[src/rtl/fetcher_pkg.sv]
// Shared widths, constants and types for the instruction fetch unit.
package fetcher_pkg;
    localparam int unsigned DATA_WIDTH = 32;
    localparam int unsigned ADDR_WIDTH = 32;
    localparam logic [ADDR_WIDTH-1:0] ZERO_ADDR = '0;
    localparam logic TRUE  = 1'b1;
    localparam logic FALSE = 1'b0;

    typedef enum logic [1:0] {
        FetchIdle = 2'd0,
        FetchReq  = 2'd1,
        FetchStep = 2'd2,
        FetchDrop = 2'd3
    } fetch_state_e;

    typedef struct packed {
        logic [ADDR_WIDTH-1:0] pc;
        logic [DATA_WIDTH-1:0] inst;
    } fetch_entry_t;
endpackage

[src/rtl/fetcher_if.sv]
// Bundle of the PC, ROB, instruction-memory and decoder signals seen by the fetcher.
interface fetcher_if;
    import fetcher_pkg::*;

    logic [ADDR_WIDTH-1:0] pc2fetch_next_pc;
    logic                  fetch2pc_enable;
    logic                  rob2fetch_flush;
    logic                  fetch2mem_req;
    logic [ADDR_WIDTH-1:0] fetch2mem_addr;
    logic                  mem2fetch_valid;
    logic [DATA_WIDTH-1:0] mem2fetch_inst;
    logic                  fetch2dec_valid;
    logic [DATA_WIDTH-1:0] fetch2dec_inst;
    logic [ADDR_WIDTH-1:0] fetch2dec_pc;
    logic                  dec2fetch_ready;

    modport master (
        input  pc2fetch_next_pc, rob2fetch_flush, mem2fetch_valid, mem2fetch_inst,
               dec2fetch_ready,
        output fetch2pc_enable, fetch2mem_req, fetch2mem_addr, fetch2dec_valid,
               fetch2dec_inst, fetch2dec_pc
    );

    modport slave (
        output pc2fetch_next_pc, rob2fetch_flush, mem2fetch_valid, mem2fetch_inst,
               dec2fetch_ready,
        input  fetch2pc_enable, fetch2mem_req, fetch2mem_addr, fetch2dec_valid,
               fetch2dec_inst, fetch2dec_pc
    );
endinterface

[src/rtl/fetch_queue.sv]
// Synchronous FIFO of {pc, inst} entries with push, pop and a clear that overrides both.
module fetch_queue
    import fetcher_pkg::*;
#(
    parameter int unsigned Depth = 4
) (
    input  logic                    clk_in,
    input  logic                    rst_in,
    input  logic                    rdy_in,
    input  logic                    clear_i,
    input  logic                    push_i,
    input  fetch_entry_t            push_data_i,
    input  logic                    pop_i,
    output logic                    valid_o,
    output fetch_entry_t            head_o,
    output logic [$clog2(Depth):0]  count_o
);
    localparam int unsigned PtrW = $clog2(Depth);
    localparam int unsigned CntW = PtrW + 1;

    logic [PtrW-1:0] rd_ptr_q, rd_ptr_d;
    logic [PtrW-1:0] wr_ptr_q, wr_ptr_d;
    logic [CntW-1:0] count_q, count_d;
    fetch_entry_t    entries_q [Depth];
    logic            do_push, do_pop;

    assign valid_o = (count_q != '0);
    assign head_o  = entries_q[rd_ptr_q];
    assign count_o = count_q;
    assign do_push = push_i && !clear_i;
    assign do_pop  = pop_i && valid_o && !clear_i;

    always_comb begin
        rd_ptr_d = rd_ptr_q;
        wr_ptr_d = wr_ptr_q;
        count_d  = count_q;
        if (clear_i) begin
            rd_ptr_d = '0;
            wr_ptr_d = '0;
            count_d  = '0;
        end else begin
            if (do_push) wr_ptr_d = wr_ptr_q + PtrW'(1);
            if (do_pop)  rd_ptr_d = rd_ptr_q + PtrW'(1);
            case ({do_push, do_pop})
                2'b10:   count_d = count_q + CntW'(1);
                2'b01:   count_d = count_q - CntW'(1);
                default: count_d = count_q;
            endcase
        end
    end

    always_ff @(posedge clk_in or negedge rst_in) begin
        if (!rst_in) begin
            rd_ptr_q  <= '0;
            wr_ptr_q  <= '0;
            count_q   <= '0;
            entries_q <= '{default: '0};
        end else if (rdy_in) begin
            rd_ptr_q <= rd_ptr_d;
            wr_ptr_q <= wr_ptr_d;
            count_q  <= count_d;
            if (do_push) entries_q[wr_ptr_q] <= push_data_i;
        end
    end
endmodule

[src/rtl/fetcher.sv]
// Instruction fetch unit: one outstanding memory request at a time, results queued for
// the decoder, PC stepped once per accepted instruction, ROB redirect flushes everything.
module fetcher
    import fetcher_pkg::*;
#(
    parameter int unsigned QUEUE_DEPTH = 4
) (
    input  logic       clk_in,
    input  logic       rst_in,
    input  logic       rdy_in,
    fetcher_if.master  bus
);
    localparam int unsigned CntW = $clog2(QUEUE_DEPTH) + 1;

    fetch_state_e          state_q, state_d;
    logic [ADDR_WIDTH-1:0] addr_q, addr_d;
    logic                  pc_en_q, pc_en_d;
    logic                  push, pop, q_valid;
    logic [CntW-1:0]       q_count;
    fetch_entry_t          q_head, push_data;

    assign push_data = '{pc: addr_q, inst: bus.mem2fetch_inst};
    assign pop       = q_valid && bus.dec2fetch_ready;

    fetch_queue #(
        .Depth(QUEUE_DEPTH)
    ) u_queue (
        .clk_in      (clk_in),
        .rst_in      (rst_in),
        .rdy_in      (rdy_in),
        .clear_i     (bus.rob2fetch_flush),
        .push_i      (push),
        .push_data_i (push_data),
        .pop_i       (pop),
        .valid_o     (q_valid),
        .head_o      (q_head),
        .count_o     (q_count)
    );

    always_comb begin
        state_d = state_q;
        addr_d  = addr_q;
        pc_en_d = pc_en_q;
        push    = FALSE;
        unique case (state_q)
            FetchIdle: begin
                if (!bus.rob2fetch_flush && (q_count < CntW'(QUEUE_DEPTH))) begin
                    addr_d  = bus.pc2fetch_next_pc;
                    state_d = FetchReq;
                end
            end
            FetchReq: begin
                // A flushed request must still be waited out: memory cannot cancel it.
                if (bus.rob2fetch_flush) begin
                    state_d = bus.mem2fetch_valid ? FetchIdle : FetchDrop;
                end else if (bus.mem2fetch_valid) begin
                    push    = TRUE;
                    pc_en_d = TRUE;
                    state_d = FetchStep;
                end
            end
            FetchStep: begin
                pc_en_d = FALSE;
                state_d = FetchIdle;
            end
            FetchDrop: begin
                if (bus.mem2fetch_valid) state_d = FetchIdle;
            end
            default: state_d = FetchIdle;
        endcase
    end

    always_ff @(posedge clk_in or negedge rst_in) begin
        if (!rst_in) begin
            state_q <= FetchIdle;
            addr_q  <= ZERO_ADDR;
            pc_en_q <= FALSE;
        end else if (rdy_in) begin
            state_q <= state_d;
            addr_q  <= addr_d;
            pc_en_q <= pc_en_d;
        end
    end

    assign bus.fetch2mem_req   = (state_q == FetchReq) || (state_q == FetchDrop);
    assign bus.fetch2mem_addr  = addr_q;
    assign bus.fetch2pc_enable = pc_en_q;
    assign bus.fetch2dec_valid = q_valid;
    assign bus.fetch2dec_inst  = q_head.inst;
    assign bus.fetch2dec_pc    = q_head.pc;
endmodule

[src/flat_wrapper.sv]
// flat-port wrapper written by rule: the top's interface ports become plain ports
module fetcher_flat import fetcher_pkg::*;
#(
    parameter int unsigned QUEUE_DEPTH = 4
)
  (clk_in, rst_in, rdy_in, bus_pc2fetch_next_pc, bus_rob2fetch_flush, bus_mem2fetch_valid, bus_mem2fetch_inst, bus_dec2fetch_ready, bus_fetch2pc_enable, bus_fetch2mem_req, bus_fetch2mem_addr, bus_fetch2dec_valid, bus_fetch2dec_inst, bus_fetch2dec_pc);
  fetcher_if bus_i ();
  input  logic clk_in;
  input  logic rst_in;
  input  logic rdy_in;
  input wire logic [$bits(bus_i.pc2fetch_next_pc)-1:0] bus_pc2fetch_next_pc;
  input wire logic [$bits(bus_i.rob2fetch_flush)-1:0] bus_rob2fetch_flush;
  input wire logic [$bits(bus_i.mem2fetch_valid)-1:0] bus_mem2fetch_valid;
  input wire logic [$bits(bus_i.mem2fetch_inst)-1:0] bus_mem2fetch_inst;
  input wire logic [$bits(bus_i.dec2fetch_ready)-1:0] bus_dec2fetch_ready;
  output wire logic [$bits(bus_i.fetch2pc_enable)-1:0] bus_fetch2pc_enable;
  output wire logic [$bits(bus_i.fetch2mem_req)-1:0] bus_fetch2mem_req;
  output wire logic [$bits(bus_i.fetch2mem_addr)-1:0] bus_fetch2mem_addr;
  output wire logic [$bits(bus_i.fetch2dec_valid)-1:0] bus_fetch2dec_valid;
  output wire logic [$bits(bus_i.fetch2dec_inst)-1:0] bus_fetch2dec_inst;
  output wire logic [$bits(bus_i.fetch2dec_pc)-1:0] bus_fetch2dec_pc;
  assign bus_i.pc2fetch_next_pc = bus_pc2fetch_next_pc;
  assign bus_i.rob2fetch_flush = bus_rob2fetch_flush;
  assign bus_i.mem2fetch_valid = bus_mem2fetch_valid;
  assign bus_i.mem2fetch_inst = bus_mem2fetch_inst;
  assign bus_i.dec2fetch_ready = bus_dec2fetch_ready;
  assign bus_fetch2pc_enable = bus_i.fetch2pc_enable;
  assign bus_fetch2mem_req = bus_i.fetch2mem_req;
  assign bus_fetch2mem_addr = bus_i.fetch2mem_addr;
  assign bus_fetch2dec_valid = bus_i.fetch2dec_valid;
  assign bus_fetch2dec_inst = bus_i.fetch2dec_inst;
  assign bus_fetch2dec_pc = bus_i.fetch2dec_pc;
  fetcher #(.QUEUE_DEPTH(QUEUE_DEPTH)) u_core (.clk_in(clk_in), .rst_in(rst_in), .rdy_in(rdy_in), .bus(bus_i));
endmodule
[config.mk]
export PLATFORM = sky130hd
export DESIGN_NAME = fetcher_flat
export DESIGN_NICKNAME = d
export VERILOG_FILES = /design/src/rtl/fetcher_pkg.sv /design/src/rtl/fetcher_if.sv /design/src/rtl/fetch_queue.sv /design/src/rtl/fetcher.sv /design/src/flat_wrapper.sv
export SDC_FILE = /design/constraint.sdc
export NUM_CORES = 1
export LEC_CHECK = 0
export BUFFER_PORTS_ARGS = -buffer_cell sky130_fd_sc_hd__buf_2
export CAP_MARGIN = 25
export CORE_UTILIZATION = 40
export CTS_BUF_LIST = sky130_fd_sc_hd__clkbuf_8 sky130_fd_sc_hd__clkbuf_16
export DETAILED_ROUTE_END_ITERATION = 8
export GPL_ROUTABILITY_DRIVEN = 0
export PLACE_DENSITY = 0.64
export SLEW_MARGIN = 20
export SYNTH_ARGS = -nofsm -noshare
export SYNTH_HDL_FRONTEND = slang
export SYNTH_SLANG_ARGS = --single-unit
[constraint.sdc]
create_clock -name clk_in -period 2.5 [get_ports clk_in]
set_input_delay 0.25 -clock clk_in [delete_from_list [all_inputs] [get_ports clk_in]]
set_output_delay 0.25 -clock clk_in [all_outputs]
set_load 0.01 [all_outputs]
-- After elaboration in Yosys (flattened, before gate mapping)
Cells that the tools add are included.
- flip-flop bits (word level): 298
- input port bits: 70
- output and inout port bits: 99
- logic and storage cells: 79
- $add $sub $neg: 4
- order comparisons: 4
- eq/ne operators: 10
- multiplexer cells: 24
- bitwise gates (word level): 2
- reduce and logical (&&, ||, !) cells: 21
- operator list (cell ; count):
    bitwise mux 256 bit ; 1
    2-to-1 mux 64 bit ; 3
    binary-select mux 64 bit (select 2 bit) ; 1
    demux 64 bit (select 2 bit) ; 1
    2-to-1 mux 2 bit ; 9
    case mux 2 bit (4 select lines) ; 1
    AND reduction 2 bit ; 4
    AND reduction 4 bit ; 2
    equality test 2 bit, second input constant ; 3
    greater-or-equal comparator 3 bit, second input constant ; 2
    logical AND 1 bit ; 6
    inequality test 2 bit, second input constant ; 3
    inverter 2 -> 3 bit ; 2
    case mux 3 bit (2 select lines) ; 1
    nonzero test 2 bit ; 3
    nonzero test 3 bit ; 2
    2-to-1 mux 1 bit ; 5
    adder 2 x 1 -> 2 bit, second input constant ; 2
    equality test 2 x 1 -> 1 bit, second input constant ; 2
    adder 3 x 1 -> 3 bit, second input constant ; 1
    < comparator 3 x 1 -> 1 bit, second input constant ; 1
    < comparator 3 bit, second input constant ; 1
    2-to-1 mux 3 bit ; 1
    inequality test 3 bit, second input constant ; 1
    7 further kinds ; 7

-- Logic depth before layout (Yosys ltp)
Gate-level depths: netlist (run 1).
- word-level depth: 7
- gate-level depth with buffers: 7

-- Modules after synthesis
A second synthesis (run 1) with hierarchy kept.
- cells, all modules: 766
- area total of the unflattened synthesis: 14347.5 µm²
- by module, submodules not included (module ; times used ; cells each ; area an instance (µm²) ; seq. area each (µm²)):
    fetch_queue ; 1 ; 678 ; 12832.3 ; 6581.3
    fetcher ; 1 ; 88 ; 1515.2 ; 875.8

-- Worst setup path after synthesis (run 1)
No wires, ideal clock.
- path type: register to register
- from: reg u_core.u_queue.count_q[0], in the netlist u_core.u_queue.count_o[0]
- to: reg u_core.u_queue.count_q[2], in the netlist u_core.u_queue.count_o[2]
- setup time: 146 ps
- arrival: 1809 ps
- setup slack: 544 ps
- cell stages (with the launch flop): 7
- path buffers: 0
- period minus slack after synthesis: 1956 ps
- cell sequence: dfrtp_1 o31ai_1 nor3_1 fa_1 and3_2 o211ai_1 o311ai_0
- longest elaborated chain between the ends: 7
- elaborated cells between the ends (all ways): 12
- those cells by class: add/sub: 2; eq/ne: 2; mux: 2; reduce/logical: 6
- ends and longest elaborated chain (what ; RTL line ; RTL):
    from (decl) ; fetch_queue.sv:23 ; logic [CntW-1:0] count_q, count_d;
    from (signal assigned) ; fetch_queue.sv:61 ; count_q <= count_d;
    nonzero test 3 bit ; fetch_queue.sv:27 ; assign valid_o = (count_q != '0);
    logical AND 1 bit ; fetcher.sv:23 ; assign pop = q_valid && bus.dec2fetch_ready;
    logical AND 1 bit (2 in a row) ; fetch_queue.sv:31 ; assign do_pop = pop_i && valid_o && !clear_i;
    equality test 2 x 1 -> 1 bit or equality test 2 bit (tied branches) ; fetch_queue.sv:44 ; case ({do_push, do_pop})
    case mux 3 bit (2 select lines) or nonzero test 3 bit (tied branches) ; -- ;
    2-to-1 mux 3 bit or AND reduction 2 bit (tied branches) ; -- ;
Parallel ways exist; a longest one is shown, timed or not.
A chain may end at the register's enable or synchronous reset.

-- Final worst setup path (run 1)
- from: reg u_core.u_queue.rd_ptr_q[0]
- to: out bus_fetch2dec_pc[13]
- longest elaborated chain between the ends: 4
- ends and longest elaborated chain (what ; RTL line ; RTL):
    from (decl) ; fetch_queue.sv:21 ; logic [PtrW-1:0] rd_ptr_q, rd_ptr_d;
    from (signal assigned) ; fetch_queue.sv:59 ; rd_ptr_q <= rd_ptr_d;
    inverter 2 -> 3 bit (not written as such) ; fetch_queue.sv:28 ; assign head_o = entries_q[rd_ptr_q];
    binary-select mux 64 bit (select 2 bit) ; fetch_queue.sv:28 ;
    2-to-1 mux 64 bit (not written as such) (2 in a row) ; fetch_queue.sv:28 ;
    to (decl) ; flat_wrapper.sv:21 ; output wire logic [$bits(bus_i.fetch2dec_pc)-1:0] bus_fetch2dec_pc;
Every way passes these cells. The select of a mux whose other input is x is not followed.

==> metrics, run 1 <==
Slew Viols, Final 0; Final ANT Viol Nets 0; Die Y 185 µm; Reg clk slew, reported paths 0.06 ns; # setup viols final 0; Final HPWL DP 16800 µm; Post-synth ARST share 1.00; worst-case clock skew 0.00895 ns; Crit Path Max Fanout 13; Max rail drop VDD 0.700 mV; die area 34200 µm²; RSZ-0062 raised after global routing false; setup tns final 0 ns; CTS tree yes; clk root buf clkbuf_16; Vias 7362; All-Layer GR Usage 0.167; syn avg cell area 17.7 µm²; synthesized netlist cell count 757; Initial DRC Count 347; via-per-instance ratio 5.03; Syn Nets 832; CORE AREA 32700 µm²; clock buffer depth 3; reg2reg setup slack 0.39 ns; # hold bufs at CTS 57; Initial Utilization 0.409; Post-synth EDFFs 0; area grow syn2layout 22.8%; ant diodes 0; Port Buf Inserts 168; FF+latch count, synth 298; CTS Buf Count 35; Tmin final 2.37 ns; pwr dens 1160 nW/µm²; final hold slack 0.0249 ns; dpl ws 0.383 ns; Post-CTS Setup Bufs 0; final instance area 16400 µm²; Crit Path Category reg2out; Routed Wire Length 27300 µm; Post-DP Area 14700 µm²; leakage 7.96 nW; yosys warns 0; Cell variety after synth 38; largest net degree at the start of global routing 70; Slew @ Worst Pin 0.647 ns; Crit path arrival time 2.12 ns; dpl cells 1346; clk sinks 298; Hold WC Path Type in2reg; clk_lat worst skew 0.51 ns; nets 1073; Final WS setup 0.131 ns; WP data required 2.25 ns; H-tree levels 2; FP Rows 66; PnR Total Power 19.0 mW; final std cells w/o fill 1465; post-cts sizing count 0; fmax 0.422 GHz; router iterations before antenna repair 4; Setup crit start kind flip-flop; first-pass GRT wire length 44300 µm; fraction of layout cells with a size suffix above 1 0.598; Hold Violations, Final 0; Most used DFF post-synth dfrtp_1; register area share after synthesis 0.558; vias in the first global route 8087; max-cap viol count 0; utilization after layout 0.502; num ports 169; grt total ovfl 0; antenna violations before repair 0; wire per inst 18.6 µm; Post-Syn Area 13400 µm²; Final period util 0.948; Setup crit end kind output port; Rel. slew slack 0.569; chip width 185 µm; status finished clean; # DRC 0
## registers in the layout (all words and copies together), names as in the netlist
name,count
u_core.u_queue.entries_q,256
u_core.bus.fetch2mem_addr,32
u_core.u_queue.count_o,3
u_core.state_q,2
u_core.u_queue.rd_ptr_q,2
u_core.u_queue.wr_ptr_q,2
u_core.bus.fetch2pc_enable,1
## area by class of cell
| type | count | area (µm²) |
|---|---|---|
| fill | 2779 | 16300 |
| clock inverter | 18 | 174 |
| tap | 442 | 553 |
| inverter | 5 | 18.8 |
| clock buffer | 44 | 1010 |
| multi-input combinational | 406 | 5430 |
| sequential | 298 | 7460 |
| timing repair buffer | 252 | 1760 |
## synth_stat cells, types with 3 or more instances
library cell  count  area, µm²
a21oi_1           4       20.0
buf_12            7        140
buf_2             7       35.0
buf_6            23        259
clkbuf_1          8       30.0
dfrtp_1         298       7460
ha_1              4       50.1
inv_1             5       18.8
mux2_2          200       2250
mux2_4           89       1340
mux4_2           64       1440
nand2_1           8       30.0
nand2_2           4       25.0
o21ai_0           6       30.0
o31ai_1           3       22.5
## kinds of logic (layout without fill, tap and decap cells)
family                     Yosys count  in the layout  share of synthesized area
buffers and inverters               53            319                     0.0372
DFF                                298            298                      0.558
adders and majority gates            5              5                    0.00524
and+or+nand+nor                     25             25                     0.0116
muxes                              354            354                      0.377
AOI/OAI and AO/OA                   21             21                     0.0105
xor gates and xnor gates             1              1                   0.000655
## cells in the final DEF (no fill, tap or decap), types with 3 or more instances in the layout
cell type / n
bufinv_16: 3
a21oi_1: 4
o31ai_1: 3
buf_12: 11
clkbuf_8: 8
o21ai_0: 6
nand2_1: 8
clkbuf_16: 36
nand2_4: 3
buf_4: 16
inv_1: 14
mux2_2: 200
buf_2: 167
dfrtp_1: 296
ha_1: 4
dlygate4sd3_1: 57
mux4_2: 64
mux2_4: 89
## where the power goes
part | internal, mW | leakage (nW) | switching (mW) | total [mW]
Clock | 3.16 | 0.611 | 1.98 | 5.15
Combinational | 3.66 | 3.42 | 2.27 | 5.94
Sequential | 6.61 | 3.93 | 1.29 | 7.89
## worst max-delay path, cell delays in order, from the launching register on
cell     delay (ns)
dfrtp_4        0.56
buf_4          0.31
mux4_2         0.57
buf_2          0.16
## per-layer routing
layer	GRT usage	wire length [µm]
met5	0	0
met4	0.0440	463
met3	0.0338	1320
met1	0.234	12900
met2	0.264	12600
## final timing paths
| kind | from | to | depth (start not counted) |
|---|---|---|---|
| max in group asynchronous | rst_in | u_core.u_queue.entries_q[70]$_DFFE_PN0P_ | 3 |
| min in group asynchronous | rst_in | u_core.u_queue.entries_q[40]$_DFFE_PN0P_ | 2 |
| hold / removal | bus_mem2fetch_inst[23] | u_core.u_queue.entries_q[151]$_DFFE_PN0P_ | 2 |
| hold reg to reg | u_core.u_queue.entries_q[100]$_DFFE_PN0P_ | u_core.u_queue.entries_q[100]$_DFFE_PN0P_ | 1 |
| setup reg to reg | u_core.u_queue.count_o[0]$_DFFE_PN0P_ | u_core.u_queue.count_o[2]$_DFFE_PN0P_ | 6 |
| setup / recovery | u_core.u_queue.rd_ptr_q[0]$_DFFE_PN0P_ | bus_fetch2dec_pc[13] | 3 |
No activity file was read; power rests on OpenSTA's default activity.
==> inputs of run 2 (changes only) <==
--- a/config.mk
+++ b/config.mk
@@ -12,6 +12,7 @@
 export DETAILED_ROUTE_END_ITERATION = 8
 export GPL_ROUTABILITY_DRIVEN = 0
 export PLACE_DENSITY = 0.64
+export RECOVER_POWER = 25
 export SLEW_MARGIN = 20
 export SYNTH_ARGS = -nofsm -noshare
 export SYNTH_HDL_FRONTEND = slang
==> metrics, run 2 (synthesis gave the netlist of run 1 again) <==
Tmin final 2.36 ns (was 2.37 ns); clk sinks 298 (unchanged); chip width 185 µm (unchanged); Crit Path Category reg2out (unchanged); nets 1073 (unchanged); pwr dens 1160 nW/µm² (about the same); Final ANT Viol Nets 0 (unchanged); slowest CP cell mux4_2 (unchanged); router iterations before antenna repair 4 (unchanged); fmax 0.423 GHz (was 0.422 GHz); die area 34200 µm² (unchanged); worst r2r src u_core.u_queue.count_o[0]$_DFFE_PN0P_ (unchanged); worst reg2reg path endpoint u_core.u_queue.count_o[2]$_DFFE_PN0P_ (unchanged); clock buffer depth 3 (unchanged); most common cell after layout, fill and taps aside dfrtp_1 (unchanged); CTS Buf Count 35 (unchanged); via-per-instance ratio 5.04 (was 5.03); status complete, but fails checks (was finished clean); CORE AREA 32700 µm² (unchanged); Port Buf Inserts 168 (unchanged); Crit path arrival time 2.11 ns (was 2.12 ns); WP data required 2.25 ns (about the same); leakage 7.95 nW (was 7.96 nW); vias in the first global route 8087 (unchanged); final std cells w/o fill 1465 (unchanged); All-Layer GR Usage 0.167 (unchanged); dpl ws 0.383 ns (unchanged); final hold slack 0.0250 ns (was 0.0249 ns); Setup crit end kind output port (unchanged); area grow syn2layout 22.6% (was 22.8%); Slew @ Worst Pin 1.82 ns (was 0.647 ns); FP Rows 66 (unchanged); setup tns final 0 ns (unchanged); Final WS setup 0.135 ns (was 0.131 ns); Max rail drop VDD 0.700 mV (about the same); Hold Violations, Final 0 (unchanged); met3 wire len 1360 µm (was 1320 µm); M1 WL 12800 µm (was 12900 µm); first-pass GRT wire length 44300 µm (unchanged); grt total ovfl 0 (unchanged); CTS tree yes (unchanged); Final period util 0.946 (was 0.948); clk_lat worst skew 0.51 ns (about the same); leading cell types in the layout, fill and taps excluded 296 x dfrtp_1, 200 x mux2_2, 167 x buf_2, 89 x mux2_4, 64 x mux4_2 (unchanged); Crit Path Max Fanout 13 (unchanged); Vias 7380 (was 7362); dpl cells 1346 (unchanged); max reg flops 256 (unchanged); largest net degree at the start of global routing 70 (unchanged); final instance area 16400 µm² (about the same); RSZ-0062 raised after global routing false (unchanged); antenna violations before repair 0 (unchanged); crit-path cells buf_4 > mux4_2 > buf_2 (unchanged); FF-to-FF path depth 6 (unchanged); reg2reg setup slack 0.39 ns (about the same); Slew Viols, Final 67 (was 0); Initial DRC Count 334 (was 347); max-cap viol count 1 (was 0); Reg clk slew, reported paths 0.06 ns (about the same); # DRC 0 (unchanged); Hold WC Path Type in2reg (unchanged); H-tree levels 2 (unchanged); fraction of layout cells with a size suffix above 1 0.598 (unchanged); wire per inst 18.6 µm (about the same); hold worst-path end u_core.u_queue.entries_q[151]$_DFFE_PN0P_ (unchanged); Rel. slew slack -0.212 (was 0.569); top sig layer met4 (unchanged); min-delay src bus_mem2fetch_inst[23] (unchanged); worst-case clock skew 0.00876 ns (was 0.00895 ns); ant diodes 0 (unchanged); clk root buf clkbuf_16 (unchanged); met2 wire length 12600 µm (about the same); Post-DP Area 14700 µm² (unchanged); Post-CTS Setup Bufs 0 (unchanged); Routed Wire Length 27300 µm (about the same); # setup viols final 0 (unchanged); hold depth 2 (unchanged); largest register by flop count u_core.u_queue.entries_q (unchanged); CP peak stage delay 0.57 ns (about the same); num ports 169 (unchanged); Final HPWL DP 16800 µm (unchanged); Setup crit start kind flip-flop (unchanged); post-cts sizing count 0 (unchanged); Die Y 185 µm (unchanged); failing checks max-capacitance violations, max-slew violations; Initial Utilization 0.409 (unchanged)
run 2: changes by cell type in the layout (fill, tap and decap cells not counted):
cell      change
clkbuf_2      +5
buf_4         -4
buf_8         -1
run 2: timing repair:
action | 4_1_cts | 5_1_grt
endpoints found under the setup margin | 0 | 0
hold endpoints to repair | 159 | 0
hold buffers | 57 | 0
run 2: layer usage:
layer  vias up  track usage
li1       3309            -
met1      3870        0.234
met2       164        0.264
met3        37       0.0338
met4         0       0.0440
met5         -            0
run 2: worst max-delay path by stage:
stage / from / end / slack [ns] / depth (start not counted)
2_1_floorplan: u_core.u_queue.count_o[0]$_DFFE_PN0P_ / u_core.u_queue.count_o[2]$_DFFE_PN0P_ / 0.54 / 6
3_3_place_gp: bus_rob2fetch_flush / u_core.bus.fetch2mem_addr[4]$_DFFE_PN0P_ / 0.42 / 6
3_5_place_dp: u_core.u_queue.count_o[0]$_DFFE_PN0P_ / u_core.u_queue.count_o[2]$_DFFE_PN0P_ / 0.38 / 5
4_1_cts: u_core.u_queue.rd_ptr_q[0]$_DFFE_PN0P_ / bus_fetch2dec_pc[13] / 0.08 / 3
5_1_grt: u_core.u_queue.rd_ptr_q[0]$_DFFE_PN0P_ / bus_fetch2dec_pc[13] / 0.02 / 3
6_report: u_core.u_queue.rd_ptr_q[0]$_DFFE_PN0P_ / bus_fetch2dec_pc[13] / 0.14 / 3
run 2: through the flow:
| step | power, mW | util |
|---|---|---|
| final | 19.0 | 0.501 |
| after global routing | 20.1 | 0.501 |
| after CTS | 19.3 | 0.502 |
| after detailed placement | 13.9 | 0.448 |
| after global placement | 13.8 | 0.448 |
| after floorplan | 11.8 | - |
run 2: area by class of cell:
type / count / area (µm²)
multi-input combinational: 406 / 5430
timing repair buffer: 252 / 1740
sequential: 298 / 7460
clock buffer: 44 / 1010
inverter: 5 / 18.8
fill: 2780 / 16300
clock inverter: 18 / 174
tap: 442 / 553
run 2: power by group:
| group | leakage, nW | internal, mW | switching (mW) |
|---|---|---|---|
| sequential | 3.93 | 6.61 | 1.28 |
| combinational | 3.42 | 3.66 | 2.27 |
| clock | 0.611 | 3.16 | 1.99 |
| total | 7.95 | 13.4 | 5.55 |
run 2: worst max-delay path: cells and delay by family (launching register included):
family | cells | cell delay, ns
mux | 1 | 0.57
flops | 1 | 0.55
buf+inv | 2 | 0.47
